`src/rtl/branch_unit_pkg.sv`:
```
// Shared types for the branch unit: compare-function encoding and redirect message.
package branch_unit_pkg;

  typedef enum logic [2:0] {
    BR_BEQ  = 3'b000,
    BR_BNE  = 3'b001,
    BR_BLT  = 3'b100,
    BR_BGE  = 3'b101,
    BR_BLTU = 3'b110,
    BR_BGEU = 3'b111
  } br_func_e;

  // Widest sequence tag the redirect message can carry.
  localparam int unsigned BU_MAX_SEQ_BITS = 16;

  typedef struct packed {
    logic [31:0]                target;
    logic [BU_MAX_SEQ_BITS-1:0] seq_num;
  } redirect_msg_t;

  function automatic logic [31:0] branch_target(input logic [31:0] pc, input logic [31:0] imm);
    return pc + imm;
  endfunction

endpackage

```
`src/rtl/branch_unit_cmp.sv`:
```
// Combinational branch condition evaluation; encodings outside br_func_e resolve not-taken.
module branch_unit_cmp
  import branch_unit_pkg::*;
(
  input  br_func_e    i_func,
  input  logic [31:0] i_op1,
  input  logic [31:0] i_op2,
  output logic        o_taken
);

  logic w_eq;
  logic w_lt;
  logic w_ltu;

  assign w_eq  = (i_op1 == i_op2);
  assign w_lt  = ($signed(i_op1) < $signed(i_op2));
  assign w_ltu = (i_op1 < i_op2);

  always_comb begin
    o_taken = 1'b0;
    case (i_func)
      BR_BEQ:  o_taken = w_eq;
      BR_BNE:  o_taken = ~w_eq;
      BR_BLT:  o_taken = w_lt;
      BR_BGE:  o_taken = ~w_lt;
      BR_BLTU: o_taken = w_ltu;
      BR_BGEU: o_taken = ~w_ltu;
      default: o_taken = 1'b0;
    endcase
  end

endmodule

```
`src/rtl/branch_unit.sv`:
```
// Elastic branch-resolution pipeline with predict-not-taken redirect on completion.
// Optional completion counters are enabled by defining BRANCH_UNIT_STATS_EN.
module branch_unit
  import branch_unit_pkg::*;
#(
  parameter int p_seq_num_bits = 5,
  parameter int p_num_stages   = 1
) (
  input  logic                      clk,
  input  logic                      rst_n,
  input  logic                      in_val,
  output logic                      in_rdy,
  input  logic [31:0]               in_pc,
  input  logic [31:0]               in_op1,
  input  logic [31:0]               in_op2,
  input  logic [31:0]               in_imm,
  input  logic [2:0]                in_func,
  input  logic [p_seq_num_bits-1:0] in_seq_num,
  output logic                      out_val,
  input  logic                      out_rdy,
  output logic [p_seq_num_bits-1:0] out_seq_num,
  output logic                      out_taken,
  output logic                      redirect_val,
  output logic [31:0]               redirect_target,
  output logic [p_seq_num_bits-1:0] redirect_seq_num,
  input  logic                      squash
`ifdef BRANCH_UNIT_STATS_EN
  ,
  output logic [31:0]               stat_taken,
  output logic [31:0]               stat_not_taken
`endif
);

  localparam int LAST = p_num_stages - 1;

  generate
    if (p_num_stages < 1 || p_num_stages > 4) begin : g_bad_stages
      $error("branch_unit: p_num_stages must be in 1..4");
    end
    if (p_seq_num_bits < 1 || p_seq_num_bits > BU_MAX_SEQ_BITS) begin : g_bad_seq
      $error("branch_unit: p_seq_num_bits out of range");
    end
  endgenerate

  logic [p_num_stages-1:0]   r_val;
  logic [p_num_stages-1:0]   r_taken;
  logic [p_seq_num_bits-1:0] r_seq    [p_num_stages];
  logic [31:0]               r_target [p_num_stages];

  logic [p_num_stages:0]     w_ready;
  logic [p_num_stages-1:0]   w_adv;
  logic [p_num_stages-1:0]   w_src_val;
  logic [p_num_stages-1:0]   w_src_taken;
  logic [p_seq_num_bits-1:0] w_src_seq    [p_num_stages];
  logic [31:0]               w_src_target [p_num_stages];

  logic          w_in_xfer;
  logic          w_cmp_taken;
  logic          w_out_fire;
  logic          w_unused_seq_hi;
  redirect_msg_t w_redirect;

  branch_unit_cmp u_cmp (
    .i_func  (br_func_e'(in_func)),
    .i_op1   (in_op1),
    .i_op2   (in_op2),
    .o_taken (w_cmp_taken)
  );

  // Ready ripples back from the consumer; bit N is the sink.
  always_comb begin
    w_ready = '0;
    w_adv   = '0;
    w_ready[p_num_stages] = out_rdy & rst_n;
    for (int k = p_num_stages - 1; k >= 0; k--) begin
      w_adv[k]   = r_val[k] & w_ready[k+1];
      w_ready[k] = ~r_val[k] | w_adv[k];
    end
  end

  assign in_rdy     = w_ready[0] & ~squash & rst_n;
  assign w_in_xfer  = in_val & in_rdy;
  assign out_val    = r_val[LAST] & rst_n;
  assign w_out_fire = out_val & out_rdy;

  genvar gi;
  generate
    for (gi = 0; gi < p_num_stages; gi++) begin : g_src
      if (gi == 0) begin : g_head
        assign w_src_val[gi]    = w_in_xfer;
        assign w_src_taken[gi]  = w_cmp_taken;
        assign w_src_seq[gi]    = in_seq_num;
        assign w_src_target[gi] = branch_target(in_pc, in_imm);
      end else begin : g_body
        assign w_src_val[gi]    = w_adv[gi-1];
        assign w_src_taken[gi]  = r_taken[gi-1];
        assign w_src_seq[gi]    = r_seq[gi-1];
        assign w_src_target[gi] = r_target[gi-1];
      end
    end
  endgenerate

  always_ff @(posedge clk) begin
    if (!rst_n || squash) begin
      r_val <= '0;
    end else begin
      for (int k = 0; k < p_num_stages; k++) begin
        if (w_ready[k]) r_val[k] <= w_src_val[k];
      end
    end
  end

  // Payload carries no reset; it is only meaningful under the matching valid.
  always_ff @(posedge clk) begin
    for (int k = 0; k < p_num_stages; k++) begin
      if (w_ready[k]) begin
        r_taken[k]  <= w_src_taken[k];
        r_seq[k]    <= w_src_seq[k];
        r_target[k] <= w_src_target[k];
      end
    end
  end

  assign out_seq_num        = r_seq[LAST];
  assign out_taken          = r_taken[LAST];
  assign w_redirect.target  = r_target[LAST];
  assign w_redirect.seq_num = BU_MAX_SEQ_BITS'(r_seq[LAST]);
  assign w_unused_seq_hi    = ^w_redirect.seq_num;

  assign redirect_val     = w_out_fire & r_taken[LAST];
  assign redirect_target  = w_redirect.target;
  assign redirect_seq_num = w_redirect.seq_num[p_seq_num_bits-1:0];

`ifdef BRANCH_UNIT_STATS_EN
  logic [31:0] r_stat_taken;
  logic [31:0] r_stat_not_taken;

  always_ff @(posedge clk) begin
    if (!rst_n) begin
      r_stat_taken     <= '0;
      r_stat_not_taken <= '0;
    end else if (w_out_fire) begin
      if (r_taken[LAST]) r_stat_taken     <= r_stat_taken + 32'd1;
      else               r_stat_not_taken <= r_stat_not_taken + 32'd1;
    end
  end

  assign stat_taken     = r_stat_taken;
  assign stat_not_taken = r_stat_not_taken;
`endif

endmodule

```
`config.mk`:
```
export PLATFORM = sky130hd
export DESIGN_NAME = branch_unit
export DESIGN_NICKNAME = d
export VERILOG_FILES = /design/src/rtl/branch_unit_pkg.sv /design/src/rtl/branch_unit_cmp.sv /design/src/rtl/branch_unit.sv
export SDC_FILE = /design/constraint.sdc
export NUM_CORES = 1
export LEC_CHECK = 0
export CORE_UTILIZATION = 40
export CTS_CLUSTER_DIAMETER = 200
export CTS_CLUSTER_SIZE = 25
export DETAILED_ROUTE_END_ITERATION = 6
export PLACE_DENSITY = 0.8
export SYNTH_ARGS = -nofsm -noshare
export SYNTH_HDL_FRONTEND = slang
export SYNTH_SLANG_ARGS = --single-unit
```
`constraint.sdc`:
```
create_clock -name clk -period 3.4 [get_ports clk]
set_input_delay 0.68 -clock clk [delete_from_list [all_inputs] [get_ports clk]]
set_output_delay 0.68 -clock clk [all_outputs]
set_load 0.05 [all_outputs]
```
; After elaboration in Yosys (flattened, before gate mapping)
; Memories as Yosys holds them, arrays and structs flattened.
; Cells that the tools add are included.
[op_classes]
n_eq_ne = 6
bitwise_logic = 14
magnitude_cmp = 2
n_addsub = 1
n_reduce_logical = 3
mux = 3
[ops]
columns = cell, count
row1 = $lt A32 B32 Y1, 2
row2 = $add A32 B32 Y32, 1
row3 = $eq A32 B32 Y1, 1
row4 = $eq A3 B3 Y1 const B, 4
row5 = $and A1 B1 Y1, 8
row6 = $pmux W1 S6, 1
row7 = $not A1 Y1, 5
row8 = $eq A3 B1 Y1 const B, 1
row9 = $logic_not A3 Y1, 1
row10 = $mux W1, 2
row11 = $logic_not A1 Y1, 1
row12 = $logic_or A1 B1 Y1, 1
row13 = $or A1 B1 Y1, 1
[totals]
word_cells = 33
in_bits = 141
regBits = 2
out_inout_bits = 46
mem_count = 2
ram_bits = 37
[memory_table]
columns = memory, words, width, read_ports, rd_clocked_by_memory_dff, wr, line_no
row1 = r_target, 1, 32, 1, 0, 1, branch_unit.sv:48  ; logic [31:0] r_target [p_num_stages];
row2 = r_seq, 1, 5, 1, 0, 1, branch_unit.sv:47  ; logic [p_seq_num_bits-1:0] r_seq [p_num_stages];

; Longest topological paths before layout
; Gate-level depths: netlist of the first run.
[logic_depth]
word_depth = 6
depth_mapped = 11
mapped_depth_nobuf = 11

; Hierarchy
; Synthesis of the first run repeated with hierarchy kept, for this count alone.
[unflattened]
hier_cells = 430
hier_area_um2 = 4007.6
[modules_own_cells]
columns = module, seq_area_each_um2, cells_per_inst, area_each_um2, instances
row1 = branch_unit, 1161.1, 310, 3143.0, 1
row2 = branch_unit_cmp, 0.0, 120, 864.6, 1

; Worst setup path before layout of the first run
; Ideal clock, no wire load.
[synth_path]
path_type = input port to flip-flop
start = input port in_pc[0]
end = memory r_target[0][30], data pin
path_buffers = 0
arrival_ps = 2834
t_required_ps = 3138
path_slack_ps = 303
setup_time_ps = 262
cell_stages = 11
path_cell_list = ha_1 -> inv_1 -> fa_1 -> and2b_1 -> o211ai_1 -> a21boi_1 -> o21ai_1 -> a2111o_1 -> a31oi_4 -> o2111ai_1 -> o311a_2
[synth_lines]
columns = element, line_no
row1 = start: declaration, branch_unit.sv:13  ; input logic [31:0] in_pc,
row2 = end: declaration, branch_unit.sv:48

==> run_results.csv, run 1 <==
group,metric,value,unit
logic_synthesis,synthFlopType,"edfxtp_1",
route,first_pass_iters,4,
sta,skew,0.009178,ns
sta,grt_setup_unrepaired,"false",
sta,tightest_slew,0.5381,ns
floorplanning,ios,187,
setup_path,max_stage_delay,0.49,ns
global_route,grt_pass1_wl,16220,um
route,finalWirelength,10150,um
route,drc,0,
floorplanning,rows,34,
power_and_ir_drop,switchingPower,848.8,uW
setup_path,path_max_fanout,4,
logic_synthesis,synth_common_cells,"ha_1 (63), inv_1 (44), edfxtp_1 (38)",
logic_synthesis,yosys-top-cells-area,"edfxtp_1 (30%), ha_1 (21%), inv_1 (4.4%)",
sta,post-route-period-util,95.88,%
power_and_ir_drop,power_density,371.4,nW/um^2
power_and_ir_drop,p_int,1354,uW
clocking,worstSkewPairLatency,0.29,ns
logic_synthesis,avgSynthCellArea,9.653,um^2
clocking,cts-root-buf,"clkbuf_8",
power_and_ir_drop,p_leak,0.002596,uW
global_route,antenna_found_initial,0,
setup_path,crit_buf_inv,2,
setup_path,slowest_stage,"a2111o_1",
logic_synthesis,syn_nets,594,
route,drt_iter0_markers,109,
floorplanning,core_area,8891,um^2
sta,hold_ws,0.6360,ns
sta,max_freq,306.8,MHz
logic_synthesis,ys_types,59,
placed_design,dp_hpwl,8662,um
setup_path,reg2reg_depth,3,
power_and_ir_drop,p_clk_share,17.6,%
power_and_ir_drop,p_comb_share,52.1,%
setup_path,cp_num_cells,11,
logic_synthesis,synth-seq-cells,39,
placed_design,gp_congestion,0.8652,
sta,slew_violations,0,
route,vias_per_cell,5.203,
clocking,clk_pin_slew,0.08,ns
placed_design,dp_cells,688,
sta,relSlewSlack,64.01,%
placed_design,place.port_buffers,186,
setup_path,crit_family,"compound AO/OA/AOI/OAI gates",
logic_synthesis,yosysMostFrequentCell,"ha_1",
worst_hold_path,hold_path_depth,3,
floorplanning,die_width,98.89,um
floorplanning,dieArea,9778,um^2
power_and_ir_drop,vdd_ir_drop_max,0.1734,mV
setup_path,endpoint_kind,"register",
logic_synthesis,synth_edf_count,38,
route,routedWlPerCell,14.54,um
logic_synthesis,yosys.area.top_type_share,30.39,%
logic_synthesis,async_flop_share,0,%
worst_hold_path,holdCritPathClass,"reg2reg",
sta,hold_viol,0,
setup_path,cp_data_arrival_time,3.30,ns
clocking,cts_made_buffers,5,
logic_synthesis,synth_cells,389,
clocking,cts_tree,"built",
setup_path,critical_path_required,3.44,ns
finish,fill_cells,725,
floorplanning,die_h,98.89,um
global_route,first_global_vias,3588,
finish,num_antenna_cells,0,
route,route.vias.total,3632,
global_route,overflow,0,
setup_path,start_kind,"primary input",
clocking,cts_buffer_depth,2,
clocking,cts_sinks,39,
logic_synthesis,synth_area_leader_cell,"edfxtp_1",
logic_synthesis,synth.cell_area,3755,um^2
clocking,cts-htree-levels,2,
finish,drive_gt1_share,6.949,%
finish,layout.nets,794,
run_status,status,"completed",
sta,worst_slack,0.1402,ns
job,maxCapViolations,0,
power_and_ir_drop,seq_power_share,30.3,%
sta,period_needed,3.260,ns
floorplanning,start_util,42.23,%
global_route,grtUsageTotal,20.63,%
setup_path,worstPathCellList,"clkdlybuf4s50_1 > inv_1 > fa_2 > and2b_1 > o211ai_1 > a21boi_2 > o21ai_2 > a2111o_1 > a31oi_4 > o2111ai_1 > o311a_2",
power_and_ir_drop,p_sw_share,38.53,%
setup_path,critPathKind,"in2reg",
finish,final_cells,698,
sta,setup_violations,0,
global_route,grt_max_degree,39,
power_and_ir_drop,p_total,2203,uW
route,ant_nets,0,
placed_design,pre_cts_ws,-0.4684,ns
logic_synthesis,ys_warn_count,0,
logic_synthesis,ys_seq_area_share,30.92,%
finish,syn_to_final_growth,57.98,%
==> flip-flops by register name, summed over array words and instances, names as in the netlist <==
register / cells
r_val: 1
r_seq: 5
r_target: 32
out_taken: 1
==> cell type report <==
type | count | area, um^2 | area share, %
multi-input cells | 298 | 2391 | 40.31
repair buffers | 201 | 1972 | 33.24
inverters | 44 | 165.2 | 2.784
clock inverters | 3 | 38.79 | 0.6539
well taps | 108 | 135.1 | 2.278
flip-flops and latches | 39 | 1161 | 19.57
clock buffers | 5 | 68.82 | 1.160
==> stage by stage <==
step,util [%],setup TNS (ns),area (um^2)
after floorplan,-,0,3755
after global placement,65.23,-1.436,5799
after detailed placement,65.23,-2.668,5799
after CTS,66.72,0,5932
after global routing,66.72,0,5932
final,66.72,0,5932
==> kinds of logic after synthesis <==
| kind of cell | synth area share [%] |
|---|---|
| flip-flops | 30.92 |
| buffers and inverters | 5.732 |
| multiplexers | 0.5665 |
| AO/OA/AOI/OAI | 22.23 |
| XOR/XNOR | 6.764 |
| adder cells (fa/ha/maj) | 21.53 |
| AND/OR/NAND/NOR | 12.26 |
==> placed cells by master, fill, tap and decap left out, types with 3 or more instances in the layout <==
cell type,n
a211oi_1,3
a21o_1,21
a21oi_1,28
and2_1,3
and4_1,4
buf_4,15
clkbuf_8,5
clkdlybuf4s50_1,184
edfxtp_1,38
ha_1,62
inv_1,43
nand2_1,15
nand2b_1,4
nand3_1,14
nand4_1,9
nor2_1,26
nor2b_1,5
nor3_1,3
o21a_1,7
o21ai_0,16
o21ai_2,3
o21bai_1,5
xnor2_1,17
xor2_1,12
==> power by group through the flow <==
stage / sequential (uW) / combinational [uW] / clock [uW]
finish: 667 / 1150 / 389
global route: 677 / 1220 / 410
CTS: 670 / 1150 / 393
detailed placement: 679 / 1140 / 0
global placement: 678 / 1120 / 0
floorplan: 1000 / 377 / 0
==> final timing paths <==
kind,startpoint,slack [ns],to
worst min-delay path,r_val,0.64,r_val
worst max-delay path,in_pc[1],0.14,r_target[0][30]
worst min register to register,r_val,0.64,r_val
worst max register to register,r_val,2.07,r_target[0][13]
==> tightest hold or removal path, stage by stage, from the launching register on <==
cell     delay [ns]
dfxtp_1        0.31
and2_1         0.15
nor2_1         0.09
nor2_1         0.04
==> per-layer routing <==
layer  GRT usage [%]  share of wire, %  up-vias
li1                -                 -     1832
met1           24.10                41     1660
met2           38.95                51      130
met3           3.475               6.7       10
met4           4.937               1.1        0
met5               0                 0        -
==> what timing repair did <==
| action | 4_1_cts | 5_1_grt |
|---|---|---|
| setup endpoints to repair | 5 | 1 |
| hold buffers | 0 | 0 |
| buffers inserted | 2 | 0 |
| pin swaps | 7 | 1 |
| gates resized for setup | 7 | 0 |
No activity file was read; power rests on OpenSTA's default activity.
==> inputs of run 2 (changes only) <==
Settings changed: CAP_MARGIN from default to 25.
==> results of run 2 <==
Same layout as run 1: the final DEF is identical, and so are final timing and power.
